==> src/rtl/fp_round.sv <==
// fp_round: pipelined IEEE-754 round-to-integral with per-operand mode (nearest-even/trunc/floor/ceil).
// Latency 3 cycles (S1 classify, S2 mask + increment decision, S3 increment/carry/repack), 1 result/cycle.
// Backpressure: one global enable stalls all stages; in_ready = !out_valid || out_ready, no skid buffer.
// Optional flag outputs (out_inexact, out_invalid) are built only when FP_ROUND_FLAGS_EN is defined.
module fp_round #(
  parameter int EXP_W = 8,
  parameter int MAN_W = 23
) (
  input  logic                 clk,
  input  logic                 rst,
  input  logic [EXP_W+MAN_W:0] in_a,
  input  logic [1:0]           in_mode,
  input  logic                 in_valid,
  output logic                 in_ready,
  output logic [EXP_W+MAN_W:0] out_z,
  output logic                 out_valid,
  input  logic                 out_ready
`ifdef FP_ROUND_FLAGS_EN
  ,
  output logic                 out_inexact,
  output logic                 out_invalid
`endif
);

  localparam int KW   = $clog2(MAN_W + 1);
  localparam int BIAS = (1 << (EXP_W - 1)) - 1;
  localparam logic [1:0] M_NE = 2'b00;
  localparam logic [1:0] M_TR = 2'b01;
  localparam logic [1:0] M_FL = 2'b10;
  localparam logic [1:0] M_CE = 2'b11;
  localparam logic [MAN_W-1:0] ONE_F  = {{(MAN_W-1){1'b0}}, 1'b1};
  localparam logic [MAN_W:0]   ONE_M  = {{MAN_W{1'b0}}, 1'b1};
  localparam logic [MAN_W-1:0] QUIET  = {1'b1, {(MAN_W-1){1'b0}}};

  // C_PASS: inf, zero, already integral. C_SMALL: nonzero |x| < 1. C_FRAC: 0 <= e < MAN_W.
  typedef enum logic [1:0] {C_PASS, C_NAN, C_SMALL, C_FRAC} cls_e;

  logic en;
  assign en       = !out_valid || out_ready;
  assign in_ready = en;

  // ---------------- S1: unpack / classify ----------------
  logic             a_sign;
  logic [EXP_W-1:0] a_exp;
  logic [MAN_W-1:0] a_frac;
  logic [31:0]      a_exp32;
  assign {a_sign, a_exp, a_frac} = in_a;
  assign a_exp32 = 32'(a_exp);

  cls_e             s1_cls_d, s1_cls_q;
  logic [KW-1:0]    s1_k_d, s1_k_q;
  logic             v1_q, s1_sign_q;
  logic [EXP_W-1:0] s1_exp_q;
  logic [MAN_W-1:0] s1_frac_q;
  logic [1:0]       s1_mode_q;

  // Classify the operand; k is the number of fraction bits below the binary point.
  always_comb begin
    s1_cls_d = C_FRAC;
    s1_k_d   = KW'(32'(BIAS + MAN_W) - a_exp32);
    if (a_exp == '1)                          s1_cls_d = (a_frac == '0) ? C_PASS : C_NAN;
    else if (a_exp == '0 && a_frac == '0)     s1_cls_d = C_PASS;
    else if (a_exp32 < 32'(BIAS))             s1_cls_d = C_SMALL;
    else if (a_exp32 >= 32'(BIAS + MAN_W))    s1_cls_d = C_PASS;
  end

  // S1 register; reset drops any operand in flight.
  always_ff @(posedge clk) begin
    if (rst) begin
      v1_q <= 1'b0;
    end else if (en) begin
      v1_q      <= in_valid;
      s1_sign_q <= a_sign;
      s1_exp_q  <= a_exp;
      s1_frac_q <= a_frac;
      s1_mode_q <= in_mode;
      s1_cls_q  <= s1_cls_d;
      s1_k_q    <= s1_k_d;
    end
  end

  // ---------------- S2: mask and increment decision ----------------
  logic [MAN_W-1:0] mask2, half2, rem2;
  logic             kept_lsb2, inc2, one2;
  logic [EXP_W-1:0] s2_exp_d, s2_exp_q;
  logic [MAN_W-1:0] s2_frac_d, s2_frac_q;
  logic [MAN_W:0]   s2_incv_d, s2_incv_q;
  logic             v2_q, s2_sign_q;

  // Clear the discarded bits and decide whether to add one unit in the last kept place.
  always_comb begin
    mask2     = (ONE_F << s1_k_q) - ONE_F;
    half2     = ONE_F << (s1_k_q - KW'(1));
    rem2      = s1_frac_q & mask2;
    // Hidden bit included so that k == MAN_W sees the integer bit as the kept LSB.
    kept_lsb2 = |({1'b1, s1_frac_q} & (ONE_M << s1_k_q));
    inc2      = 1'b0;
    one2      = 1'b0;
    case (s1_mode_q)
      M_NE:    inc2 = (rem2 > half2) || ((rem2 == half2) && kept_lsb2);
      M_FL:    inc2 = s1_sign_q && (rem2 != '0);
      M_CE:    inc2 = !s1_sign_q && (rem2 != '0);
      default: inc2 = 1'b0;
    endcase
    case (s1_mode_q)
      M_NE:    one2 = (s1_exp_q == EXP_W'(BIAS - 1)) && (s1_frac_q != '0);
      M_FL:    one2 = s1_sign_q;
      M_CE:    one2 = !s1_sign_q;
      default: one2 = 1'b0;
    endcase
    s2_exp_d  = s1_exp_q;
    s2_frac_d = s1_frac_q;
    s2_incv_d = '0;
    case (s1_cls_q)
      C_NAN:   s2_frac_d = s1_frac_q | QUIET;
      C_SMALL: begin
        s2_exp_d  = one2 ? EXP_W'(BIAS) : '0;
        s2_frac_d = '0;
      end
      C_FRAC:  begin
        s2_frac_d = s1_frac_q & ~mask2;
        s2_incv_d = inc2 ? (ONE_M << s1_k_q) : '0;
      end
      default: ;
    endcase
  end

  // S2 register.
  always_ff @(posedge clk) begin
    if (rst) begin
      v2_q <= 1'b0;
    end else if (en) begin
      v2_q      <= v1_q;
      s2_sign_q <= s1_sign_q;
      s2_exp_q  <= s2_exp_d;
      s2_frac_q <= s2_frac_d;
      s2_incv_q <= s2_incv_d;
    end
  end

  // ---------------- S3: increment, carry, repack ----------------
  logic [MAN_W:0]         sum3;
  logic [EXP_W-1:0]       exp3;
  logic                   v3_q;
  logic [EXP_W+MAN_W:0]   z_q;

  // A carry out of the fraction leaves it all-zero and bumps the exponent; e < MAN_W keeps it finite.
  always_comb begin
    sum3 = {1'b0, s2_frac_q} + s2_incv_q;
    exp3 = s2_exp_q + EXP_W'(sum3[MAN_W]);
  end

  // Output register.
  always_ff @(posedge clk) begin
    if (rst) begin
      v3_q <= 1'b0;
      z_q  <= '0;
    end else if (en) begin
      v3_q <= v2_q;
      z_q  <= {s2_sign_q, exp3, sum3[MAN_W-1:0]};
    end
  end

  assign out_z     = z_q;
  assign out_valid = v3_q;

`ifdef FP_ROUND_FLAGS_EN
  logic s2_inex_d, s2_inv_d, s2_inex_q, s2_inv_q, inex3_q, inv3_q;

  // Inexact whenever nonzero bits are dropped; invalid only for signalling NaNs.
  always_comb begin
    s2_inex_d = 1'b0;
    s2_inv_d  = 1'b0;
    case (s1_cls_q)
      C_SMALL: s2_inex_d = 1'b1;
      C_FRAC:  s2_inex_d = (rem2 != '0);
      C_NAN:   s2_inv_d  = !s1_frac_q[MAN_W-1];
      default: ;
    endcase
  end

  // Flag pipeline, kept in step with the data stages.
  always_ff @(posedge clk) begin
    if (rst) begin
      s2_inex_q <= 1'b0;
      s2_inv_q  <= 1'b0;
      inex3_q   <= 1'b0;
      inv3_q    <= 1'b0;
    end else if (en) begin
      s2_inex_q <= s2_inex_d;
      s2_inv_q  <= s2_inv_d;
      inex3_q   <= s2_inex_q;
      inv3_q    <= s2_inv_q;
    end
  end

  assign out_inexact = inex3_q;
  assign out_invalid = inv3_q;
`endif

endmodule

==> config.mk <==
export PLATFORM = sky130hd
export DESIGN_NAME = fp_round
export DESIGN_NICKNAME = d
export VERILOG_FILES = /design/src/rtl/fp_round.sv
export SDC_FILE = /design/constraint.sdc
export NUM_CORES = 1
export LEC_CHECK = 0
export ABC_AREA = 1
export BUFFER_PORTS_ARGS = -buffer_cell sky130_fd_sc_hd__clkbuf_2
export CORE_ASPECT_RATIO = 2
export CORE_MARGIN = 5
export CORE_UTILIZATION = 65
export CTS_CLUSTER_SIZE = 10
export DETAILED_ROUTE_END_ITERATION = 8
export GPL_ROUTABILITY_DRIVEN = 0
export PLACE_DENSITY = 0.85
export SLEW_MARGIN = 30
export SYNTH_ARGS = -nofsm -noshare
export SYNTH_HDL_FRONTEND = slang
export SYNTH_SLANG_ARGS = --single-unit
==> constraint.sdc <==
create_clock -name clk -period 9.82 [get_ports clk]
set_input_delay 0 -clock clk [delete_from_list [all_inputs] [get_ports clk]]
set_output_delay 0 -clock clk [all_outputs]
set_load 0.02 [all_outputs]
==> out/results.ini <==
[timing]
slew_violations=0
setup_tns_ps=0
hold-worst-slack_ps=83.0
setup_viol_count_final=0
timing.clock.skew_ps=9.49
max_slew_margin=0.342
setup_slack_ps=4970
worstMarginPinSlew_ps=986
setup_repair_after_global_routing_missed_its_margin=false
max_freq_ghz=0.206
finalCriticalPeriod_ps=4850
final.period_utilization=0.494
finalHoldViolCount=0

[critical_path]
crit_type=reg2reg
ff2ff_setup_slack_ps=4970
timing.critical_path.arrival_ps=5000
worst_ep_required_time_ps=9980
crit_path_max_fanout=24
timing.critical_path.slowest_cell_delay_ps=770
crit_path_start_kind=flip-flop
crit_path_frequent_cell=sky130_fd_sc_hd__nand2_1
r2r-start=s1_k_q[4]$_DFFE_PP_
endpoint_kind=flip-flop
cell_count_of_the_worst_reg_to_reg_path=21
path_cells=inv_1 > nand4_1 > ha_1 > nand3_2 > nor2_2 > nand2_1 > nand2_1 > nand2_1 > and2_1 > ha_1 > nand2_1 > nor2_1 > nand4_1 > nor2_1 > nand4_1 > nor2_1 > nand3_1 > nand3_1 > nand2_1 > nand2_2 > nor2_1
rr_endpoint=s2_incv_q[1]$_SDFFCE_PN0P_
timing.critical_path.slowest_stage_cell=sky130_fd_sc_hd__edfxtp_1

[logic_synthesis]
synth_edf_count=96
yosysSeqAreaShare=0.461
synth_cell_type_count=45
post_synthesis_instance_total=926
yosys_warnings=0
synth.net_count=1017
synthFlopType=sky130_fd_sc_hd__edfxtp_1
synth_area_per_cell_sq_um=8.39
ys_seq_elements=131
synth-async-reset-ratio=0
netlist_area_sq_um=7770

[power_and_ir_drop]
ir_drop_worst_case_vdd_uv=138
power_density_nw_per_um2=178
power.leakage_uw=0.00440

[cells_and_area]
area_of_the_multi_input_gates_sq_um=3550
fin_cells=1188
final_core_util=0.785
final.fill_count=770
sequential_cell_area_in_the_final_layout_sq_um=3580
post_route_cells_drive_above_1_share=0.113
nNetsFinal=1121
area_growth_syn_to_layout_pct=18.2
diodes=0

[drt]
drt_pass1_iterations=7
ant_nets=0
vias_per_cell=6.10
dr_total_vias=7247
avgRoutedWirePerCell_um=18.1
detail_route.iter0.violations=611
drt-total-wl_um=21600
remaining_routing_drc_violations=0

[place]
placed_cells_incl_taps=1120
port_buffers=71
dp_wirelength_um=14700
pre_cts_slack_ps=5260

[worst_hold_path]
hold_path.class=in2reg
hold_path.startpoint=out_ready
worstHoldEndpoint=v2_q$_SDFFE_PP0N_
min_delay_path_depth=4

[global_route]
grt_pass1_vias=7192
grt.total_usage=0.323
global_route.overflow_total=0
grt_start_max_net_pins=97
wire_length_of_the_first_global_routing_pass_um=35100
grt_antenna_before_repair=0

[clock_tree]
postCtsResizedCells=0
cts_tree=done
cts_buffer_depth=2
cts-hold-fix-buffers=36
cts_made_buffers=17
cts.root.buffer_cell=sky130_fd_sc_hd__clkbuf_16
insertion_delay_ps=420
htreeDepth=4
post-cts-setup-buffer-count=0
cts.reportedPaths.clkPinSlew_ps=60
numClockSinks=131

[die]
io-pin-count=72
core-area_sq_um=11700
dieArea_sq_um=14400
initial_core_util=0.664
core.rowCount=56
die_h_um=165
die_width_um=87.3

[flow_run]
drv_cap=0

[outcome]
run_status=completed

[layout make-up]
class / count / area share
inverter: 137 / 0.0560
multi-input combinational: 632 / 0.386
timing repair buffer: 111 / 0.0816
sequential: 131 / 0.390
clock inverter: 11 / 0.0105
tap: 145 / 0.0197
clock buffer: 21 / 0.0560
[per-layer routing]
layer	share of wire	GRT usage	wire length, um
met5	0	0	0
met2	0.51	0.563	11100
met1	0.32	0.331	6970
met4	0.083	0.233	1800
met3	0.079	0.0679	1700
[where the power goes]
part	leakage [uW]	switching [uW]	total, uW	internal (uW)
clock	0.000306	253	636	383
sequential	0.00125	33.1	679	646
combinational	0.00285	206	317	111
[synth_stat cells (2+ instances only)]
| cell type | instances | area (sq um) |
|---|---|---|
| sky130_fd_sc_hd__nand3b_1 | 3 | 22.5 |
| sky130_fd_sc_hd__a211oi_1 | 6 | 45.0 |
| sky130_fd_sc_hd__a31oi_1 | 5 | 31.3 |
| sky130_fd_sc_hd__xnor2_1 | 7 | 61.3 |
| sky130_fd_sc_hd__edfxtp_1 | 96 | 2880 |
| sky130_fd_sc_hd__buf_2 | 7 | 35.0 |
| sky130_fd_sc_hd__buf_6 | 3 | 33.8 |
| sky130_fd_sc_hd__a21oi_1 | 51 | 255 |
| sky130_fd_sc_hd__o221ai_1 | 4 | 35.0 |
| sky130_fd_sc_hd__nand4_1 | 31 | 194 |
| sky130_fd_sc_hd__nor4_1 | 13 | 81.3 |
| sky130_fd_sc_hd__clkbuf_1 | 14 | 52.6 |
| sky130_fd_sc_hd__nor3b_1 | 2 | 15.0 |
| sky130_fd_sc_hd__o2111ai_1 | 6 | 52.6 |
| sky130_fd_sc_hd__o21bai_1 | 10 | 75.1 |
| sky130_fd_sc_hd__nor2_2 | 2 | 12.5 |
| sky130_fd_sc_hd__nor3_1 | 11 | 55.1 |
| sky130_fd_sc_hd__nand3_1 | 64 | 320 |
| sky130_fd_sc_hd__ha_1 | 52 | 651 |
| sky130_fd_sc_hd__o211ai_1 | 3 | 22.5 |
| sky130_fd_sc_hd__xor2_1 | 15 | 131 |
| sky130_fd_sc_hd__a21boi_0 | 4 | 30.0 |
| sky130_fd_sc_hd__o21ai_0 | 57 | 285 |
| sky130_fd_sc_hd__nor2_1 | 122 | 458 |
| sky130_fd_sc_hd__inv_2 | 2 | 7.51 |
| sky130_fd_sc_hd__a21o_1 | 4 | 30.0 |
| sky130_fd_sc_hd__nand2_1 | 146 | 548 |
| sky130_fd_sc_hd__inv_1 | 135 | 507 |
| sky130_fd_sc_hd__dfxtp_1 | 35 | 701 |
[critical path: cells and delay by family, from the launching register on]
family / cells / cell delay (ps)
buffers and inverters: 1 / 490
adders and majority gates: 2 / 620
and+or+nand+nor: 18 / 2690
DFF: 1 / 770
[worst max-delay path by stage]
stage | start | to | slack (ps) | depth (start not counted)
3_3_place_gp | s1_k_q[4]$_DFFE_PP_ | s2_incv_q[0]$_SDFFCE_PN0P_ | 5450 | 21
6_report | s1_k_q[4]$_DFFE_PP_ | s2_incv_q[1]$_SDFFCE_PN0P_ | 4970 | 21
3_5_place_dp | s1_k_q[4]$_DFFE_PP_ | s2_incv_q[19]$_SDFFCE_PN0P_ | 5260 | 21
5_1_grt | s1_k_q[4]$_DFFE_PP_ | s2_incv_q[1]$_SDFFCE_PN0P_ | 4560 | 21
2_1_floorplan | out_valid$_SDFFE_PP0N_ | s1_cls_q[0]$_DFFE_PP_ | 4580 | 4
4_1_cts | s1_k_q[4]$_DFFE_PP_ | s2_incv_q[1]$_SDFFCE_PN0P_ | 5170 | 21
[cell families after synthesis]
| family | after synthesis | share of synthesized area |
|---|---|---|
| AOI/OAI and AO/OA | 158 | 0.120 |
| xor gates and xnor gates | 22 | 0.0248 |
| adders and majority gates | 53 | 0.0863 |
| buffers and inverters | 163 | 0.0832 |
| DFF | 131 | 0.461 |
| and+or+nand+nor | 399 | 0.225 |
[cells in the final DEF (no fill, tap or decap), types with 13 or more instances in the layout]
master                          instances
sky130_fd_sc_hd__nand3_1               64
sky130_fd_sc_hd__nor4_1                13
sky130_fd_sc_hd__inv_1                135
sky130_fd_sc_hd__clkbuf_16             20
sky130_fd_sc_hd__nor2_1               121
sky130_fd_sc_hd__ha_1                  52
sky130_fd_sc_hd__o21ai_0               57
sky130_fd_sc_hd__dlygate4sd3_1         36
sky130_fd_sc_hd__nand4_1               31
sky130_fd_sc_hd__xor2_1                15
sky130_fd_sc_hd__dfxtp_1               35
sky130_fd_sc_hd__edfxtp_1              96
sky130_fd_sc_hd__clkbuf_2              71
sky130_fd_sc_hd__nand2_1              146
sky130_fd_sc_hd__a21oi_1               51
[registers in the layout (all words and copies together) (netlist names)]
name	cells
s1_mode_q	2
out_valid	1
s1_k_q	5
out_z	32
v2_q	1
s1_cls_q	2
s2_exp_q	8
s1_sign_q	1
s1_exp_q	7
v1_q	1
s2_frac_q	23
s2_incv_q	24
s1_frac_q	23
s2_sign_q	1
[per-stage QoR]
stage                     cell area, sq um  power, uW
after floorplan                       7770        896
after global placement                8220        973
after detailed placement              8220        981
after CTS                             9190       1620
after global routing                  9190       1700
final                                 9190       1630
Note: power is estimated with default switching activity, not from simulation.
